File: src/rtl/uart_pkg.sv
// Shared UART definitions: baud divisor helper, 8N1 frame constants and the
// receive/transmit FSM state encoding used by both UART directions.
package uart_pkg;

    // Data bits per 8N1 frame (one start bit, eight data bits, one stop bit).
    localparam int UART_DATA_BITS = 8;

    typedef enum logic [1:0] {
        ST_IDLE  = 2'd0,
        ST_START = 2'd1,
        ST_DATA  = 2'd2,
        ST_STOP  = 2'd3
    } uart_state_e;

    // Clock cycles per bit, rounded to the nearest integer.
    function automatic int uart_calc_div(input int clk_hz, input int baud);
        return (clk_hz + baud / 2) / baud;
    endfunction

endpackage

File: src/rtl/stream_fifo.sv
// Small synchronous FIFO with a registered head word. The head register always
// holds the oldest entry, so the read side sees data straight from a flop.
module stream_fifo #(
    parameter int DW = 9,
    parameter int AW = 2
) (
    input  logic          i_clk,
    input  logic          i_rst_n,
    input  logic          i_wr_en,
    input  logic [DW-1:0] i_wr_data,
    output logic          o_full,
    input  logic          i_rd_en,
    output logic [DW-1:0] o_rd_data,
    output logic          o_empty
);

    localparam int DEPTH = 1 << AW;

    logic [DW-1:0] mem [DEPTH];
    logic [AW:0]   wr_ptr_q, wr_ptr_d;
    logic [AW:0]   rd_ptr_q, rd_ptr_d;
    logic [DW-1:0] head_q, head_d;
    logic          do_wr;
    logic          do_rd;

    assign o_empty   = (wr_ptr_q == rd_ptr_q);
    assign o_full    = (wr_ptr_q[AW] != rd_ptr_q[AW]) &&
                       (wr_ptr_q[AW-1:0] == rd_ptr_q[AW-1:0]);
    assign o_rd_data = head_q;

    // A write into a full FIFO is accepted only if a pop frees a slot this cycle.
    assign do_rd = i_rd_en && !o_empty;
    assign do_wr = i_wr_en && (!o_full || do_rd);

    // Next pointers and next head: the incoming word becomes head when it will be the only entry.
    always_comb begin
        wr_ptr_d = wr_ptr_q + {{AW{1'b0}}, do_wr};
        rd_ptr_d = rd_ptr_q + {{AW{1'b0}}, do_rd};
        head_d   = head_q;
        if (do_wr && (wr_ptr_q == rd_ptr_d)) begin
            head_d = i_wr_data;
        end else if (rd_ptr_d != wr_ptr_d) begin
            head_d = mem[rd_ptr_d[AW-1:0]];
        end
    end

    // Storage array, written without reset.
    always_ff @(posedge i_clk) begin
        if (do_wr) begin
            mem[wr_ptr_q[AW-1:0]] <= i_wr_data;
        end
    end

    // Pointer and head registers.
    always_ff @(posedge i_clk or negedge i_rst_n) begin
        if (!i_rst_n) begin
            wr_ptr_q <= '0;
            rd_ptr_q <= '0;
            head_q   <= '0;
        end else begin
            wr_ptr_q <= wr_ptr_d;
            rd_ptr_q <= rd_ptr_d;
            head_q   <= head_d;
        end
    end

endmodule

File: src/rtl/uart_stream_rx.sv
// UART 8N1 receiver: synchronizes the serial pin, reassembles bytes and queues
// them (with an end-of-line flag) for a ready/valid byte-stream consumer.
module uart_stream_rx
    import uart_pkg::*;
#(
    parameter int         CLK_FREQ_HZ = 16000000,
    parameter int         BAUD_RATE   = 57600,
    parameter int         FIFO_AW     = 2,
    parameter logic [7:0] EOL_BYTE    = 8'h0A
) (
    input  logic       i_clk,
    input  logic       i_rst_n,
    input  logic       i_uart_rx,
    output logic [7:0] o_tdata,
    output logic       o_tlast,
    output logic       o_tvalid,
    input  logic       i_tready,
    output logic       o_frame_err,
    output logic       o_overrun
);

    localparam int DIV = uart_calc_div(CLK_FREQ_HZ, BAUD_RATE);
    localparam int CW  = $clog2(DIV);
    localparam logic [CW-1:0] CNT_HALF = CW'(DIV / 2 - 1);
    localparam logic [CW-1:0] CNT_FULL = CW'(DIV - 1);
    localparam logic [2:0]    LAST_BIT = 3'(UART_DATA_BITS - 1);

    logic        sync1_q, sync2_q;
    logic [1:0]  sync_fill_q;
    logic        rx_s;
    logic        armed_q, armed_d;
    uart_state_e state_q, state_d;
    logic [CW-1:0] cnt_q, cnt_d;
    logic [2:0]  bit_q, bit_d;
    logic [7:0]  shift_q, shift_d;
    logic        frame_err_q, frame_err_d;
    logic        overrun_q, overrun_d;
    logic        push;
    logic        pop;
    logic        fifo_full;
    logic        fifo_empty;
    logic [8:0]  fifo_rd_data;

    assign rx_s = sync2_q;

    // Two-flop synchronizer; sync_fill_q marks when rx_s reflects a real line sample
    // rather than the reset value, so a line held low through reset cannot arm us.
    always_ff @(posedge i_clk or negedge i_rst_n) begin
        if (!i_rst_n) begin
            sync1_q     <= 1'b1;
            sync2_q     <= 1'b1;
            sync_fill_q <= 2'b00;
        end else begin
            sync1_q     <= i_uart_rx;
            sync2_q     <= sync1_q;
            sync_fill_q <= {sync_fill_q[0], 1'b1};
        end
    end

    // Receive FSM: next state, baud counter, shift register and flag pulses.
    always_comb begin
        state_d     = state_q;
        cnt_d       = cnt_q;
        bit_d       = bit_q;
        shift_d     = shift_q;
        push        = 1'b0;
        frame_err_d = 1'b0;
        armed_d     = armed_q | (sync_fill_q[1] & rx_s);
        case (state_q)
            ST_IDLE: begin
                if (armed_q && !rx_s) begin
                    state_d = ST_START;
                    cnt_d   = CNT_HALF;
                end
            end
            ST_START: begin
                if (cnt_q != '0) begin
                    cnt_d = cnt_q - 1'b1;
                end else if (rx_s) begin
                    state_d = ST_IDLE;
                end else begin
                    state_d = ST_DATA;
                    cnt_d   = CNT_FULL;
                    bit_d   = 3'd0;
                end
            end
            ST_DATA: begin
                if (cnt_q != '0) begin
                    cnt_d = cnt_q - 1'b1;
                end else begin
                    shift_d = {rx_s, shift_q[7:1]};
                    cnt_d   = CNT_FULL;
                    if (bit_q == LAST_BIT) begin
                        state_d = ST_STOP;
                    end else begin
                        bit_d = bit_q + 3'd1;
                    end
                end
            end
            ST_STOP: begin
                if (cnt_q != '0) begin
                    cnt_d = cnt_q - 1'b1;
                end else begin
                    // Return to IDLE mid stop bit so a following start edge is caught.
                    state_d = ST_IDLE;
                    if (rx_s) begin
                        push = 1'b1;
                    end else begin
                        frame_err_d = 1'b1;
                    end
                end
            end
            default: state_d = ST_IDLE;
        endcase
        overrun_d = push && fifo_full && !pop;
    end

    // FSM and datapath registers.
    always_ff @(posedge i_clk or negedge i_rst_n) begin
        if (!i_rst_n) begin
            armed_q     <= 1'b0;
            state_q     <= ST_IDLE;
            cnt_q       <= '0;
            bit_q       <= 3'd0;
            shift_q     <= 8'h00;
            frame_err_q <= 1'b0;
            overrun_q   <= 1'b0;
        end else begin
            armed_q     <= armed_d;
            state_q     <= state_d;
            cnt_q       <= cnt_d;
            bit_q       <= bit_d;
            shift_q     <= shift_d;
            frame_err_q <= frame_err_d;
            overrun_q   <= overrun_d;
        end
    end

    assign pop = !fifo_empty && i_tready;

    stream_fifo #(
        .DW (9),
        .AW (FIFO_AW)
    ) u_fifo (
        .i_clk     (i_clk),
        .i_rst_n   (i_rst_n),
        .i_wr_en   (push),
        .i_wr_data ({(shift_q == EOL_BYTE), shift_q}),
        .o_full    (fifo_full),
        .i_rd_en   (pop),
        .o_rd_data (fifo_rd_data),
        .o_empty   (fifo_empty)
    );

    assign o_tdata     = fifo_rd_data[7:0];
    assign o_tlast     = fifo_rd_data[8];
    assign o_tvalid    = !fifo_empty;
    assign o_frame_err = frame_err_q;
    assign o_overrun   = overrun_q;

endmodule

File: config.mk
export PLATFORM = sky130hd
export DESIGN_NAME = uart_stream_rx
export DESIGN_NICKNAME = d
export VERILOG_FILES = /design/src/rtl/uart_pkg.sv /design/src/rtl/stream_fifo.sv /design/src/rtl/uart_stream_rx.sv
export SDC_FILE = /design/constraint.sdc
export NUM_CORES = 1
export LEC_CHECK = 0
export ABC_AREA = 1
export BUFFER_PORTS_ARGS = -buffer_cell sky130_fd_sc_hd__buf_2
export CAP_MARGIN = 20
export CORE_ASPECT_RATIO = 0.75
export CORE_MARGIN = 5
export CORE_UTILIZATION = 40
export CTS_BUF_LIST = sky130_fd_sc_hd__clkbuf_4 sky130_fd_sc_hd__clkbuf_8 sky130_fd_sc_hd__clkbuf_16
export DETAILED_ROUTE_END_ITERATION = 12
export GPL_TIMING_DRIVEN = 0
export HOLD_SLACK_MARGIN = 0.1
export PLACE_DENSITY_LB_ADDON = 0.1
export SETUP_SLACK_MARGIN = 0.5
export SLEW_MARGIN = 20
export SYNTH_ARGS = -nofsm -noshare
export SYNTH_HDL_FRONTEND = slang
export SYNTH_HIERARCHICAL = 1
export SYNTH_SLANG_ARGS = --single-unit
File: constraint.sdc
create_clock -name i_clk -period 5.62 [get_ports i_clk]
set_input_delay 1.124 -clock i_clk [delete_from_list [all_inputs] [get_ports i_clk]]
set_output_delay 1.124 -clock i_clk [all_outputs]
set_load 0.1 [all_outputs]
==> summary.txt <==
Power and ir drop
  – Clock network fraction of design power: 0.290
  – Worst-case vdd ir drop: 219 µV
  – Pint: 0.00121 W
  – Pwr Density: 452 mW/mm²
  – Fraction of power consumed by combinational cells: 0.343
  – Power share of the sequential group: 0.367
  – Static leakage: 2.03 nW
  – Switching component of the power: 0.000800 W
  – Fraction of power spent switching nets: 0.398

Yosys
  – Area share of the largest cell type after synthesis: 0.279
  – Number of nets produced by synthesis: 430
  – Library cell occupying the most area in the post-synthesis netlist: sky130_fd_sc_hd__edfxtp_1
  – Instance count of the mapped netlist: 414
  – Dominant synthesized flop cell: sky130_fd_sc_hd__dfrtp_1
  – Post-synth cell types: 36
  – Synthesis-stage register bit count: 80
  – Most instantiated library cell after synthesis: sky130_fd_sc_hd__nand2_1
  – Async set-or-reset flop fraction in the synthesized netlist: 0.550
  – Sequential fraction of the synthesis area: 0.564
  – Syn avg cell area: 9.36 µm²
  – Post-synthesis instance area: 0.00387 mm²
  – Number of synthesis warnings: 6
  – Number of enable-type register cells in the synthesized netlist: 36
  – Leading post-synthesis cells by cell area: sky130_fd_sc_hd__edfxtp_1, sky130_fd_sc_hd__dfrtp_1, sky130_fd_sc_hd__nand2_1
  – List of most frequent post-synthesis cells: sky130_fd_sc_hd__nand2_1, sky130_fd_sc_hd__nor2_1, sky130_fd_sc_hd__inv_1, sky130_fd_sc_hd__dfrtp_1, sky130_fd_sc_hd__nand3_1

Timing
  – Least-Margin Pin Slew: 1.08 ns
  – Final worst path period share: 0.592
  – Shortest clock period the worst path allows after layout: 3.33 ns
  – Clock skew after layout: 0.00850 ns
  – Setup violation total in the final timing report: 0
  – Final worst-path setup slack: 2.29 ns
  – Final hold vios: 0
  – Achievable clock frequency: 300 MHz
  – Slew HR: 0.272
  – Summed negative setup slack over all endpoints: 0 ns
  – Final Max Slew Viols: 0
  – Setup repair after global routing missed its margin: false

Floorplanning
  – Row cnt: 31
  – Placeable Area: 0.00954 mm²
  – Height of the die: 95.2 µm
  – Initial standard-cell utilization of the core: 0.406
  – Number of top-level pins: 16
  – Area enclosed by the die boundary: 0.0118 mm²
  – Die X: 124 µm

CTS
  – Number of buffers created by CTS: 9
  – Root Driver: sky130_fd_sc_hd__clkbuf_16
  – Hold buffers post-CTS: 0
  – Maximum number of buffers from clock root to sink: 2
  – CTS tree: built
  – # resized after CTS: 0
  – Clock latency at the later pin of the worst-skew pair: 0.33 ns
  – Buffer count from post-CTS setup fixing: 0
  – Clock Sink Count: 80
  – Post-CTS clock slew at the launch and capture registers of the worst setup and hold paths: 0.06 ns
  – Number of levels the H-tree was split into: 3

Setup path
  – Required time of the critical path: 5.84 ns
  – Critical path data arrival time: 3.55 ns
  – CP endpoint kind: register
  – Worst Setup Start Kind: register
  – Combined buffer and inverter count along the critical path: 5
  – Slowest cell on the critical path: sky130_fd_sc_hd__dfrtp_1
  – CP cell instances: inv_1, ha_1, nand2_2, nor2_4, nand2_2, clkinv_2, nand2_1, nor2_1, nand2_1, inv_2, ha_1, ha_1, inv_1, nand2_1, nand2_1, nand2_1, nand2_1, nor2_4, buf_6, nor2_1, nand2_1, nand3_1
  – Delay of the slowest cell on the worst path: 0.38 ns
  – Crit-path leading delay family: simple AND/OR/NAND/NOR gates
  – Worst path most repeated cell: sky130_fd_sc_hd__nand2_1
  – Top fanout value on the critical path: 10
  – Critical setup path kind: reg -> reg

Global routing
  – Largest net degree at the start of global routing: 45
  – Via count of the first global-routing pass: 2557
  – Overflow left after global routing: 0
  – Initial antenna violation count: 0
  – Global-route wire length before repair: 13200 µm
  – Total global routing track utilization: 0.148

Place
  – Count of port buffers added during placement: 15
  – Pre-CTS setup slack: 2.19 ns
  – DP HPWL: 5510 µm
  – Weighted congestion at the end of routability-driven global placement: 0.769

Run status
  – Result of the run: completed

Layout
  – Final layout net count: 456
  – Area growth from synthesis to layout: 14.6%
  – Fin util: 0.465
  – Fraction of final layout cells with drive strength greater than 1: 0.157
  – Antenna cell count: 0

Routing
  – Total number of vias: 2663
  – Average routed wire per standard cell: 13.5 µm
  – Iteration-0 DRC Markers: 187
  – Length of the first detailed-routing pass in iterations: 4
  – Post-detailed-route DRC marker count: 0
  – Avg Vias per Cell: 4.62
  – Final WL: 7780 µm
  – Post-detailed-route count of antenna-violating nets: 0

Job
  – Maximum capacitance violations: 0

Worst hold path
  – Min-delay worst type: reg -> reg
==> worst register-to-register path, delay by kind of cell, from the launching register on <==
family	cells	cell delay (ns)
AND/OR/NAND/NOR	14	1.65
buffers and inverters	5	0.62
adder cells (fa/ha/maj)	3	0.58
flip-flops	1	0.38
==> cell usage in the layout, fill, tap and decap left out, types with 2 or more instances in the layout <==
cell type                    instances
sky130_fd_sc_hd__o22ai_1             8
sky130_fd_sc_hd__inv_2               3
sky130_fd_sc_hd__edfxtp_1           36
sky130_fd_sc_hd__nor2_1             55
sky130_fd_sc_hd__nor2_4              2
sky130_fd_sc_hd__xor2_1              4
sky130_fd_sc_hd__nand2_1            83
sky130_fd_sc_hd__clkbuf_1            2
sky130_fd_sc_hd__nand2_4             2
sky130_fd_sc_hd__nand3_1            38
sky130_fd_sc_hd__dfstp_2             2
sky130_fd_sc_hd__clkinv_4            2
sky130_fd_sc_hd__clkbuf_16           9
sky130_fd_sc_hd__o21ai_0            30
sky130_fd_sc_hd__o21ai_2             7
sky130_fd_sc_hd__buf_6               4
sky130_fd_sc_hd__nand4_1             4
sky130_fd_sc_hd__buf_4               2
sky130_fd_sc_hd__nand2_2             6
sky130_fd_sc_hd__xnor2_1             2
sky130_fd_sc_hd__buf_2              15
sky130_fd_sc_hd__ha_1               12
sky130_fd_sc_hd__dfrtp_1            42
sky130_fd_sc_hd__clkinvlp_4          3
sky130_fd_sc_hd__inv_1              52
sky130_fd_sc_hd__nor3_2              4
==> power by group through the flow <==
stage / Clock [W] / Sequential (W) / Combinational [W]
finish: 0.000583 / 0.000737 / 0.000689
global route: 0.000627 / 0.000748 / 0.000775
CTS: 0.000602 / 0.000738 / 0.000696
detailed placement: 0 / 0.000748 / 0.000694
global placement: 0 / 0.000747 / 0.000690
floorplan: 0 / 0.000933 / 0.000373
==> metrics by stage <==
step                instance area [µm²]  std cells  hold slack (ns)  power, W
floorplan                          3870        414            0.331   0.00131
global placement                   4120        561            0.333   0.00144
detailed placement                 4140        561            0.335   0.00144
CTS                                4440        577            0.349   0.00204
global route                       4440        577            0.353   0.00215
finish                             4440        577            0.347   0.00201
==> final cells by class <==
class / instances / area [µm²]
Multi-Input combinational cell: 270 / 1430
Fill cell: 943 / 5100
Sequential cell: 80 / 2180
Tap cell: 132 / 165
Clock inverter: 6 / 70.1
Buffer: 8 / 65.1
Clock buffer: 10 / 233
Inverter: 56 / 211
Timing Repair Buffer: 15 / 77.6
==> routing by layer <==
metal / vias to the layer above / routed length, µm / share of wire / GRT usage
met5: - / 0 / 0 / 0
met4: 0 / 112 / 0.014 / 0.0544
met3: 9 / 320 / 0.041 / 0.0427
met2: 32 / 3270 / 0.42 / 0.207
met1: 1216 / 4080 / 0.52 / 0.217
li1: 1406 / - / - / -
==> registers in the layout, indices dropped and copies added (netlist names), 2 cells and up, named ones only <==
signal,cells
u_fifo/mem,36
cnt_q,9
u_fifo/o_rd_data,9
shift_q,8
bit_q,3
u_fifo/rd_ptr_q,3
u_fifo/wr_ptr_q,3
sync_fill_q,2
==> kinds of logic after synthesis <==
kind of cell	count (synthesis)	share of synthesized area
AOI/OAI and AO/OA	49	0.0743
xor gates and xnor gates	6	0.0136
adders and majority gates	12	0.0387
buffers and inverters	64	0.0714
DFF	80	0.564
other	1	0.000968
and+or+nand+nor	202	0.237
==> path summary, 6_finish.rpt <==
check | startpoint | cells after the start | to | slack, ns
max in group asynchronous | i_rst_n | 1 | bit_q[1]$_DFFE_PN0P_ | 4.43
max reg2reg | cnt_q[0]$_DFFE_PN0P_ | 22 | u_fifo/o_rd_data[7]$_DFFE_PN0P_ | 2.29
min reg2reg | sync_fill_q[0]$_DFF_PN0_ | 0 | sync_fill_q[1]$_DFF_PN0_ | 0.35
min in group asynchronous | i_rst_n | 1 | u_fifo/rd_ptr_q[2]$_DFF_PN0_ | 0.79
min | sync_fill_q[0]$_DFF_PN0_ | 0 | sync_fill_q[1]$_DFF_PN0_ | 0.35
max | cnt_q[0]$_DFFE_PN0P_ | 22 | u_fifo/o_rd_data[7]$_DFFE_PN0P_ | 2.29
(Power assumes the default switching activity.)
